[src/rtl/hub75_stream_writer.sv]
// hub75_stream_writer
// Feeds a raster-ordered pixel stream into the HUB75 write-in stage's
// double-buffered line buffer. Pixels are written one per accepted beat;
// when a line is complete the block waits for the write-in stage to go idle,
// then pulses swap + store for that line and moves to the next line.
// A start-of-frame flag on an accepted pixel forces that pixel to (col 0,
// line 0); arriving anywhere else flags a one-cycle sync error.
//
// Optional feature macro: HUB75_STREAM_RGB565_EN
//   defined   : in_data is 16-bit RGB565, expanded to 8 bits per channel by
//               MSB replication into wr_data {B,G,R}
//   undefined : in_data passes through unchanged
//
// Ports
//   clk, rst_n      clock, asynchronous active-low reset
//   in_data/in_sof/in_valid/in_ready   pixel stream (valid/ready)
//   wr_data/wr_col_addr/wr_en          line-buffer write port
//   wr_bank_addr/wr_row_addr           line being committed
//   wr_row_store/wr_row_swap           one-cycle commit pulses
//   wr_row_rdy                         write-in stage idle
//   frame_done                         last line of a frame committed
//   err_sync                           start-of-frame misalignment
module hub75_stream_writer #(
   parameter int unsigned N_BANKS     = 2,
   parameter int unsigned N_ROWS      = 32,
   parameter int unsigned N_COLS      = 64,
   parameter int unsigned N_CHANS     = 3,
   parameter int unsigned N_PLANES    = 8,
   parameter int unsigned LOG_N_BANKS = $clog2(N_BANKS),
   parameter int unsigned LOG_N_ROWS  = $clog2(N_ROWS),
   parameter int unsigned LOG_N_COLS  = $clog2(N_COLS),
`ifdef HUB75_STREAM_RGB565_EN
   localparam int unsigned IN_W       = 16,
`else
   localparam int unsigned IN_W       = N_CHANS * N_PLANES,
`endif
   localparam int unsigned DW         = N_CHANS * N_PLANES
) (
   input  logic                   clk,
   input  logic                   rst_n,
   input  logic [IN_W-1:0]        in_data,
   input  logic                   in_sof,
   input  logic                   in_valid,
   output logic                   in_ready,
   output logic [LOG_N_BANKS-1:0] wr_bank_addr,
   output logic [LOG_N_ROWS-1:0]  wr_row_addr,
   output logic                   wr_row_store,
   input  logic                   wr_row_rdy,
   output logic                   wr_row_swap,
   output logic [DW-1:0]          wr_data,
   output logic [LOG_N_COLS-1:0]  wr_col_addr,
   output logic                   wr_en,
   output logic                   frame_done,
   output logic                   err_sync
);

   localparam int unsigned YW     = LOG_N_BANKS + LOG_N_ROWS;
   localparam int unsigned LAST_Y = N_BANKS * N_ROWS - 1;
   localparam int unsigned LAST_C = N_COLS - 1;

   typedef enum logic [1:0] {
      S_FILL,
      S_WAIT,
      S_COMMIT
   } state_e;

   state_e                  state_q, state_d;
   logic [LOG_N_COLS-1:0]   col_q, col_d;
   logic [YW-1:0]           y_q, y_d;
   logic [YW-1:0]           wr_y_q, wr_y_d;
   logic                    in_ready_q, in_ready_d;
   logic                    wr_en_q, wr_en_d;
   logic [DW-1:0]           wr_data_q, wr_data_d;
   logic [LOG_N_COLS-1:0]   wr_col_q, wr_col_d;
   logic                    store_q, store_d;
   logic                    frame_done_q, frame_done_d;
   logic                    err_sync_q, err_sync_d;

   logic                    accept_c;
   logic [LOG_N_COLS-1:0]   pix_col_c;
   logic [DW-1:0]           pix_c;

   assign accept_c  = in_valid & in_ready_q;
   // start-of-frame pixels always land in column 0
   assign pix_col_c = in_sof ? '0 : col_q;

   // Input pixel formatting
`ifdef HUB75_STREAM_RGB565_EN
   assign pix_c = DW'({in_data[4:0],   in_data[4:2],
                       in_data[10:5],  in_data[10:9],
                       in_data[15:11], in_data[15:13]});
`else
   assign pix_c = in_data;
`endif

   // Next-state and registered-output logic
   always_comb begin
      state_d      = state_q;
      col_d        = col_q;
      y_d          = y_q;
      wr_en_d      = 1'b0;
      wr_data_d    = wr_data_q;
      wr_col_d     = wr_col_q;
      store_d      = 1'b0;
      frame_done_d = 1'b0;
      err_sync_d   = 1'b0;

      unique case (state_q)
         S_FILL: begin
            if (accept_c) begin
               wr_en_d   = 1'b1;
               wr_data_d = pix_c;
               wr_col_d  = pix_col_c;
               col_d     = pix_col_c + LOG_N_COLS'(1);
               if (in_sof) begin
                  err_sync_d = (col_q != '0) || (y_q != '0);
                  y_d        = '0;
               end
               if (pix_col_c == LOG_N_COLS'(LAST_C)) begin
                  state_d = S_WAIT;
               end
            end
         end
         S_WAIT: begin
            // commit pulses are registered, so they are raised on entry
            if (wr_row_rdy) begin
               state_d      = S_COMMIT;
               store_d      = 1'b1;
               frame_done_d = (y_q == YW'(LAST_Y));
            end
         end
         S_COMMIT: begin
            state_d = S_FILL;
            col_d   = '0;
            y_d     = (y_q == YW'(LAST_Y)) ? '0 : y_q + YW'(1);
         end
         default: begin
            state_d = S_FILL;
         end
      endcase

      in_ready_d = (state_d == S_FILL);
      wr_y_d     = y_d;
   end

   // State and output registers
   always_ff @(posedge clk or negedge rst_n) begin
      if (!rst_n) begin
         state_q      <= S_FILL;
         col_q        <= '0;
         y_q          <= '0;
         wr_y_q       <= '0;
         in_ready_q   <= 1'b0;
         wr_en_q      <= 1'b0;
         wr_data_q    <= '0;
         wr_col_q     <= '0;
         store_q      <= 1'b0;
         frame_done_q <= 1'b0;
         err_sync_q   <= 1'b0;
      end else begin
         state_q      <= state_d;
         col_q        <= col_d;
         y_q          <= y_d;
         wr_y_q       <= wr_y_d;
         in_ready_q   <= in_ready_d;
         wr_en_q      <= wr_en_d;
         wr_data_q    <= wr_data_d;
         wr_col_q     <= wr_col_d;
         store_q      <= store_d;
         frame_done_q <= frame_done_d;
         err_sync_q   <= err_sync_d;
      end
   end

   assign in_ready     = in_ready_q;
   assign wr_en        = wr_en_q;
   assign wr_data      = wr_data_q;
   assign wr_col_addr  = wr_col_q;
   assign wr_bank_addr = wr_y_q[YW-1 -: LOG_N_BANKS];
   assign wr_row_addr  = wr_y_q[LOG_N_ROWS-1:0];
   assign wr_row_store = store_q;
   assign wr_row_swap  = store_q;
   assign frame_done   = frame_done_q;
   assign err_sync     = err_sync_q;

endmodule

[config.mk]
export PLATFORM = sky130hd
export DESIGN_NAME = hub75_stream_writer
export DESIGN_NICKNAME = d
export VERILOG_FILES = /design/src/rtl/hub75_stream_writer.sv
export SDC_FILE = /design/constraint.sdc
export NUM_CORES = 1
export LEC_CHECK = 0
export CAP_MARGIN = 20
export CORE_MARGIN = 5
export CORE_UTILIZATION = 41
export DETAILED_ROUTE_END_ITERATION = 7
export PLACE_DENSITY = 0.75
export REMOVE_ABC_BUFFERS = 1
export SETUP_SLACK_MARGIN = 0.2
export SKIP_LAST_GASP = 1
export SYNTH_ARGS = -nofsm -noshare
export SYNTH_HDL_FRONTEND = slang
export SYNTH_SLANG_ARGS = --single-unit
[constraint.sdc]
create_clock -name clk -period 1.3 [get_ports clk]
set_input_delay 0.26 -clock clk [delete_from_list [all_inputs] [get_ports clk]]
set_output_delay 0.26 -clock clk [all_outputs]
set_load 0.005 [all_outputs]
==> results of run 1 <==
-- placed cells by master, fill, tap and decap left out, types with 2 or more instances in the layout --
master and n:
sky130_fd_sc_hd__nand2_1 52, sky130_fd_sc_hd__dfrtp_1 48, sky130_fd_sc_hd__buf_4 46, sky130_fd_sc_hd__buf_2 39
sky130_fd_sc_hd__clkdlybuf4s50_1 25, sky130_fd_sc_hd__nand2_2 23, sky130_fd_sc_hd__buf_6 22, sky130_fd_sc_hd__nand2_4 13
sky130_fd_sc_hd__buf_12 6, sky130_fd_sc_hd__inv_1 5, sky130_fd_sc_hd__clkbuf_8 5, sky130_fd_sc_hd__buf_16 5
sky130_fd_sc_hd__nor2_1 4, sky130_fd_sc_hd__o21ai_1 4, sky130_fd_sc_hd__o21ai_0 4, sky130_fd_sc_hd__nor2b_4 3
sky130_fd_sc_hd__nor2_4 3, sky130_fd_sc_hd__a22o_1 3, sky130_fd_sc_hd__a21oi_1 3, sky130_fd_sc_hd__nand2b_1 3
sky130_fd_sc_hd__mux2_2 3, sky130_fd_sc_hd__ha_4 3, sky130_fd_sc_hd__inv_2 2, sky130_fd_sc_hd__nand3_4 2
sky130_fd_sc_hd__and3_4 2, sky130_fd_sc_hd__a31oi_1 2, sky130_fd_sc_hd__nand3_2 2, sky130_fd_sc_hd__nand3_1 2
sky130_fd_sc_hd__dlygate4sd2_1 2
-- power by group through the flow --
stage | Combinational [mW] | Clock (mW) | Sequential, mW
floorplan | 0.146 | 0 | 1.72
global placement | 0.542 | 0 | 1.71
detailed placement | 0.558 | 0 | 1.71
CTS | 0.637 | 0.949 | 1.68
global route | 0.850 | 1.03 | 1.71
finish | 0.794 | 0.938 | 1.69
-- layout make-up --
type / instances / area (sq um) / share of cell area (%)
clock buffers: 5 / 68.8 / 1.74
clock inverters: 3 / 21.3 / 0.537
inverters: 8 / 42.5 / 1.07
multi-input cells: 152 / 1140 / 28.7
flip-flops and latches: 49 / 1230 / 31.0
well taps: 70 / 87.6 / 2.21
repair buffers: 149 / 1380 / 34.8
-- synth_stat cells, drive strengths merged (2+ instances only) --
master / number
ha: 3
mux2: 3
dfrtp: 49
a22o: 3
nand3: 6
inv: 8
o21ai: 8
nor2: 7
and3: 3
nor3: 3
nand2b: 3
a21oi: 4
a31oi: 3
a41oi: 2
nor2b: 4
nand2: 88
buf: 8
-- flip-flops by register name (all words and copies together) (netlist names) --
name and flops:
wr_y_q 6, wr_row_store 1, wr_en 1, wr_col_addr 6
state_q 2, in_ready 1, col_q 6, wr_data 24
frame_done 1, err_sync 1
-- routing by layer --
layer / part of all wire (%) / vias up
met5: 0 / -
met4: 1.5 / 0
met3: 6.2 / 8
met2: 53 / 78
met1: 40 / 1082
li1: - / 1004
-- what timing repair did --
| item | 4_1_cts | 5_1_grt |
|---|---|---|
| endpoints found under the setup margin | 89 | 88 |
| endpoints found under the hold margin | 49 | 0 |
| hold buffers | 1 | 0 |
| gates cloned | 6 | 0 |
| resized for setup | 223 | 71 |
| pin swaps | 26 | 42 |
| buffers inserted | 27 | 19 |
-- stage by stage --
step	power [mW]	area (sq um)	utilization, %	hold WS [ns]	TNS (ns)
detailed placement	2.27	3070	60.5	0.270	-15.72
finish	3.43	3960	78.0	0.471	-4.87
floorplan	1.86	2060	-	-0.0356	-13.64
CTS	3.27	3550	69.9	0.470	-1.68
global placement	2.25	3070	60.5	0.267	-15.01
global route	3.59	3960	78.0	0.466	-6.97
-- cells by family (layout without fill, tap and decap cells) --
family,Yosys count,after routing,share of synthesized area [%]
and+or+nand+nor,123,123,26.8
DFF,49,49,57.9
AOI/OAI and AO/OA,21,21,7.08
buffers and inverters,17,165,4.01
muxes,4,4,2.07
adders and majority gates,3,3,1.77
xor gates and xnor gates,1,1,0.413
-- critical path, delay by kind of cell (launching register included) --
| kind | cells | cell delay (ns) |
|---|---|---|
| AND/OR/NAND/NOR | 5 | 0.86 |
| flip-flops | 1 | 0.38 |
| adder cells (fa/ha/maj) | 1 | 0.17 |
-- path summary, 6_finish.rpt --
| path | from | endpoint | slack, ns | cells after the start |
|---|---|---|---|---|
| worst min-delay path | rst_n | wr_data[12] | 0.47 | 3 |
| worst max-delay path | col_q[1] | in_ready | -0.22 | 6 |
| worst min register to register | wr_col_addr[4] | wr_col_addr[4] | 0.47 | 2 |
| max in group asynchronous | rst_n | wr_y_q[4] | 0.58 | 3 |
| min in group clk | in_data[15] | wr_data[15] | 0.47 | 3 |
| worst max register to register | col_q[1] | in_ready | -0.22 | 6 |
==> results.txt, run 1 <==
----------------------------------------------------
[Clocking]
  CTS clock-pin slew for the worst setup and hold paths ... around 0.1 ns
  Total clock buffers created by CTS ... 5
  H-tree lvl count ... 2
  Clk_lat worst skew ... 0.31 ns
  CTS sink count ... around 50
  TritonCTS clock tree ... built
  Root Buffer ... sky130_fd_sc_hd__clkbuf_8
  Maximum number of buffers from clock root to sink ... 2

[Route]
  Initial DRT Pass Iterations ... 4
  DRC marker count from the first detailed-route iteration ... 75
  Via count ... 2172
  DRC viols ... 0
  DR WL/cell ... 17.0 microns
  Number of vias per cell after detailed routing ... 4.98
  Total wire length after detailed routing ... 7410 microns
  Remaining antenna violation count ... 0

[GRT]
  Wire length of the first global-routing pass ... 10400 microns
  Number of global-route vias before repair ... 2164
  Global-route usage over all layers ... 20.5%
  Layer carrying the most global-route usage ... met2
  Met2 capacity usage during global routing ... 36.2%
  Global-route met3 utilization ... 5.26%
  Largest net degree at the start of global routing ... 50
  Met1 capacity usage during global routing ... 24.9%
  Antenna violations before repair ... 0
  Remaining global-route overflow ... 0

[Pwr]
  Internal power ... 2.46 mW
  Power share of the combinational group ... 23.2%
  Total leakage power ... 2.00 nW
  Switching power summed over all nets ... 0.967 mW
  VDD IR max ... 0.621 mV
  Fraction of power spent switching nets ... around 28%
  Clock network fraction of design power ... 27.4%
  Relative contribution of sequential cells to total power ... 49.5%
  Power per Cell Area ... ~870 mW/mm^2

[STA]
  Post-layout min period ... 1.52 ns
  Number of endpoints failing setup at the final stage ... 43
  Highest Clock Rate ... 0.656 GHz
  Post-Route Skew ... 0.00796 ns
  RSZ-0062 raised after global routing ... true
  Final number of hold-violating endpoints ... 0
  Worst max-slew margin expressed relative to the limit ... 64.5%
  Slew of the pin with the lowest slew margin ... between 0.5 and 0.6 ns
  Least setup slack across all paths after layout ... -0.225 ns
  Max Slew Vio Count ... 0
  Post-route clock period utilization ... 117%

[Yosys]
  Number of synthesized flops with an enable pin ... 0
  Leading register cell type out of synthesis ... sky130_fd_sc_hd__dfrtp_1
  Register bit count reported by yosys ... 49
  Mapped Area ... 0.00212 sq mm
  Area fraction of the dominant cell type after synthesis ... 57.9%
  Number of distinct library cell variants in the gate-level netlist after synthesis ... 37
  Cell taking the most area after synthesis ... sky130_fd_sc_hd__dfrtp_1
  Sequential cell area fraction in the yosys report ... around 58%
  Post-synth ARST share ... 100%
  Synth warn ... 0
  Number of instances in the synthesized netlist ... 218
  Mean instance size in the synthesized netlist ... 9.72 sq um
  Cell types occupying the most area after synthesis ... sky130_fd_sc_hd__dfrtp_1, sky130_fd_sc_hd__nand2_1, sky130_fd_sc_hd__o21ai_0

[Floorplanning]
  Area of the die ... 0.00671 sq mm
  Y dimension of the die ... 81.9 microns
  Area of the core region ... 0.00507 sq mm
  Horizontal die dimension ... 81.9 microns
  Number of I/O pins ... about 70
  Initial Utilization ... 41.8%
  Number of placement rows ... 26

[Layout]
  Layout area overhead ... 86.8%
  Count of placed standard cells in the final layout, fillers left out ... ~440
  Nets ... 397
  Number of diodes added for antenna fixing ... 0
  Fraction of final layout cells with drive strength greater than 1 ... 53.8%
  Fill count ... approximately 310

[Worst setup path]
  Critical-path cell list ... nor2b_4 > ha_4 > nand3_4 > nor3_4 > nand4b_1 > and2_1
  Critical path fanouts, max ... 2
  CP Data Arrival Time ... roughly 1.7 ns
  Worst Path Class, Setup ... register to register
  Sort of element at the start of the critical path ... register
  CP peak stage delay ... 0.38 ns
  Critical Path Sink Type ... register
  Critical path's slowest cell ... sky130_fd_sc_hd__dfrtp_1
  Data required, critical path ... about 1.5 ns

[Status]
  Status ... complete, but fails checks
  Violations in the final reports ... setup timing

[Placed design]
  PortBufs ... 70
  Placer congestion estimate ... approximately 0.8
  Post-detailed-placement half-perimeter wirelength ... around 3700 microns
  Worst Setup Slack post-DPL ... -0.463 ns
  Placed Instances ... 375

[Run]
  Max capacitance violation total ... 0

[Worst hold path]
  Min-delay worst type ... input pin to async pin

----------------------------------------------------
Power figures use the tool's default switching activity.
==> run 2: changes to the inputs <==
- CORE_ASPECT_RATIO: unset -> 0.9
- CTS_CLUSTER_DIAMETER: unset -> 80
- MAX_ROUTING_LAYER: unset -> met4
==> results.txt, run 2 (synthesis results as in run 1) <==
----------------------------------------------------
[GRT]
  Antenna violations before repair ... 0 (unchanged)
  Remaining global-route overflow ... 0 (unchanged)
  Wire length of the first global-routing pass ... 9400 microns (-9.9%)
  Number of global-route vias before repair ... 2021 (-6.6%)
  Largest net degree at the start of global routing ... 30 (-40%)
  Global-route usage over all layers ... 17.9% (-2.6 points)

[Route]
  DRC marker count from the first detailed-route iteration ... 77 (+2.7%)
  Initial DRT Pass Iterations ... 4 (unchanged)
  DR WL/cell ... 14.6 microns (-14%)
  Total wire length after detailed routing ... 6110 microns (-17%)
  Via count ... 2030 (-6.5%)
  DRC viols ... 0 (unchanged)
  Number of vias per cell after detailed routing ... 4.86 (-2.5%)
  Remaining antenna violation count ... 0 (unchanged)

[Pwr]
  Power per Cell Area ... 946 mW/mm^2 (+9.3%)
  Power, Total ... 3.46 mW (+1.1%)
  Total leakage power ... 1.87 nW (-6.7%)
  VDD IR max ... 0.730 mV (+18%)

[Worst setup path]
  Capturing point of the worst reg2reg path ... in_ready
  CP peak stage delay ... 0.38 ns (about the same)
  Depth of the worst register-to-register path ... 6 (unchanged)
  Register-to-Register Setup Slack ... -0.14 ns (+0.08 ns)
  Critical-path cell list ... nor2b_4 > ha_4 > nand3_2 > nor3_4 > nand4b_1 > and2_1
  Data required, critical path ... 1.50 ns (about the same)
  Sort of element at the start of the critical path ... register
  Launch point of the worst reg-to-reg path ... col_q[0]
  Critical path fanouts, max ... 2 (unchanged)
  CP Data Arrival Time ... 1.64 ns (-0.09 ns)
  Critical Path Sink Type ... register
  Critical path's slowest cell ... sky130_fd_sc_hd__dfrtp_1
  Worst Path Class, Setup ... register to register

[STA]
  Slew of the pin with the lowest slew margin ... 0.405 ns (-0.122 ns)
  RSZ-0062 raised after global routing ... true
  Final number of hold-violating endpoints ... 0 (unchanged)
  Worst hold margin ... 0.438 ns (-0.0338 ns)
  Least setup slack across all paths after layout ... -0.144 ns (+0.0804 ns)
  Post-layout min period ... 1.44 ns (-0.0804 ns)
  Number of endpoints failing setup at the final stage ... 36 (-16%)
  Post-Route Skew ... 0.00965 ns (+0.00169 ns)
  Post-route clock period utilization ... 111% (-6.2 points)
  Highest Clock Rate ... 0.692 GHz (+5.6%)
  TNS Setup ... -2.11 ns (+2.76 ns)
  Max Slew Vio Count ... 0 (unchanged)
  Worst max-slew margin expressed relative to the limit ... 73.0% (+8.5 points)

[Placed design]
  Placed Instances ... 371 (-1.1%)
  Post-detailed-placement half-perimeter wirelength ... 3780 microns (+1.5%)
  PortBufs ... 70 (unchanged)
  Worst Setup Slack post-DPL ... -0.467 ns (-0.00438 ns)
  Placer congestion estimate ... 0.850 (+3.9%)

[Clocking]
  CTS clock-pin slew for the worst setup and hold paths ... 0.09 ns (about the same)
  CTS sink count ... 49 (unchanged)
  Clk_lat worst skew ... 0.30 ns (about the same)
  Total clock buffers created by CTS ... 5 (unchanged)
  Maximum number of buffers from clock root to sink ... 2 (unchanged)
  TritonCTS clock tree ... built
  Root Buffer ... sky130_fd_sc_hd__clkbuf_8
  H-tree lvl count ... 2 (unchanged)

[Status]
  Violations in the final reports ... setup timing
  Status ... complete, but fails checks

[Layout]
  Area occupied by multi-input gates ... 0.00103 sq mm (-9.3%)
  Max reg flops ... 24 (unchanged)
  Register area ... 0.00123 sq mm (+0.10%)
  Count of placed standard cells in the final layout, fillers left out ... 418 (-4.1%)
  Number of diodes added for antenna fixing ... 0 (unchanged)
  Most common library cell in the layout ignoring fill and taps ... sky130_fd_sc_hd__nand2_1
  Nets ... 384 (-3.3%)
  Fill count ... 369 (+18%)
  Layout area overhead ... 72.7%
  Commonest cells after routing, fill and taps aside ... sky130_fd_sc_hd__nand2_1, sky130_fd_sc_hd__dfrtp_1, sky130_fd_sc_hd__buf_2, sky130_fd_sc_hd__buf_4, sky130_fd_sc_hd__clkdlybuf4s50_1
  Fraction of final layout cells with drive strength greater than 1 ... 49.0% (-4.8 points)

[Floorplanning]
  Area of the core region ... 0.00492 sq mm (-3.0%)
  Horizontal die dimension ... 85.8 microns (+4.7%)
  Initial Utilization ... 43.0% (+1.3 points)
  Area of the die ... 0.00671 sq mm (about the same)
  Y dimension of the die ... 78.2 microns (-4.5%)
  Number of placement rows ... 24 (-7.7%)
  Number of I/O pins ... 71 (unchanged)

[Run]
  Max capacitance violation total ... 0 (unchanged)

[Worst hold path]
  Min-delay worst type ... input pin to async pin

----------------------------------------------------
run 2: how the worst max path moves through the flow:
stage                    start         to  slack (ns)  depth (start not counted)
finish                col_q[0]   in_ready       -0.14                          6
global route          col_q[0]   in_ready       -0.21                          6
CTS                 state_q[0]  wr_y_q[1]       -0.07                          6
detailed placement      in_sof   in_ready       -0.47                          7
global placement        in_sof   in_ready       -0.41                          7
floorplan           state_q[1]  wr_y_q[4]       -0.59                          4
run 2: final cells by class:
type                            count  area share (%)
Clock buffer                        6            2.26
Tap cell                           65            2.22
Multi-Input combinational cell    152            28.2
Sequential cell                    49            33.6
Clock inverter                      2            1.03
Inverter                            8            1.23
Timing Repair Buffer              136            31.5
run 2: worst max-delay path, delay by kind of cell, from the launching register on:
family                   cells  cell delay [ns]
AND/OR/NAND/NOR              5             0.82
adder cells (fa/ha/maj)      1             0.15
flip-flops                   1             0.38
run 2: report_power, final:
group	internal [mW]	switching [mW]	total, mW
clock	0.626	0.501	1.13
combinational	0.367	0.283	0.650
sequential	1.62	0.0631	1.69
total	2.62	0.847	3.46
run 2: metal layers:
metal  track usage (%)  vias up  part of all wire (%)
met2              29.8       53                    50
met1              21.9      987                    44
met5                 -        -                     0
met3              3.46       11                   3.9
met4              6.17        0                   1.3
li1                  -      979                     -
run 2: through the flow:
stage / utilization, % / instance area (sq um)
after floorplan: - / 2060
after global placement: 62.1 / 3060
after detailed placement: 62.1 / 3060
after CTS: 68.2 / 3360
after global routing: 74.3 / 3660
final: 74.3 / 3660
run 2: repair_timing:
| action | CTS | global route |
|---|---|---|
| endpoints found under the setup margin | 89 | 80 |
| buffers inserted | 25 | 10 |
| hold buffers | 1 | 0 |
| resized for setup | 211 | 58 |
| hold endpoints to repair | 16 | 0 |
| cloned | 2 | 1 |
| pin swaps | 13 | 42 |
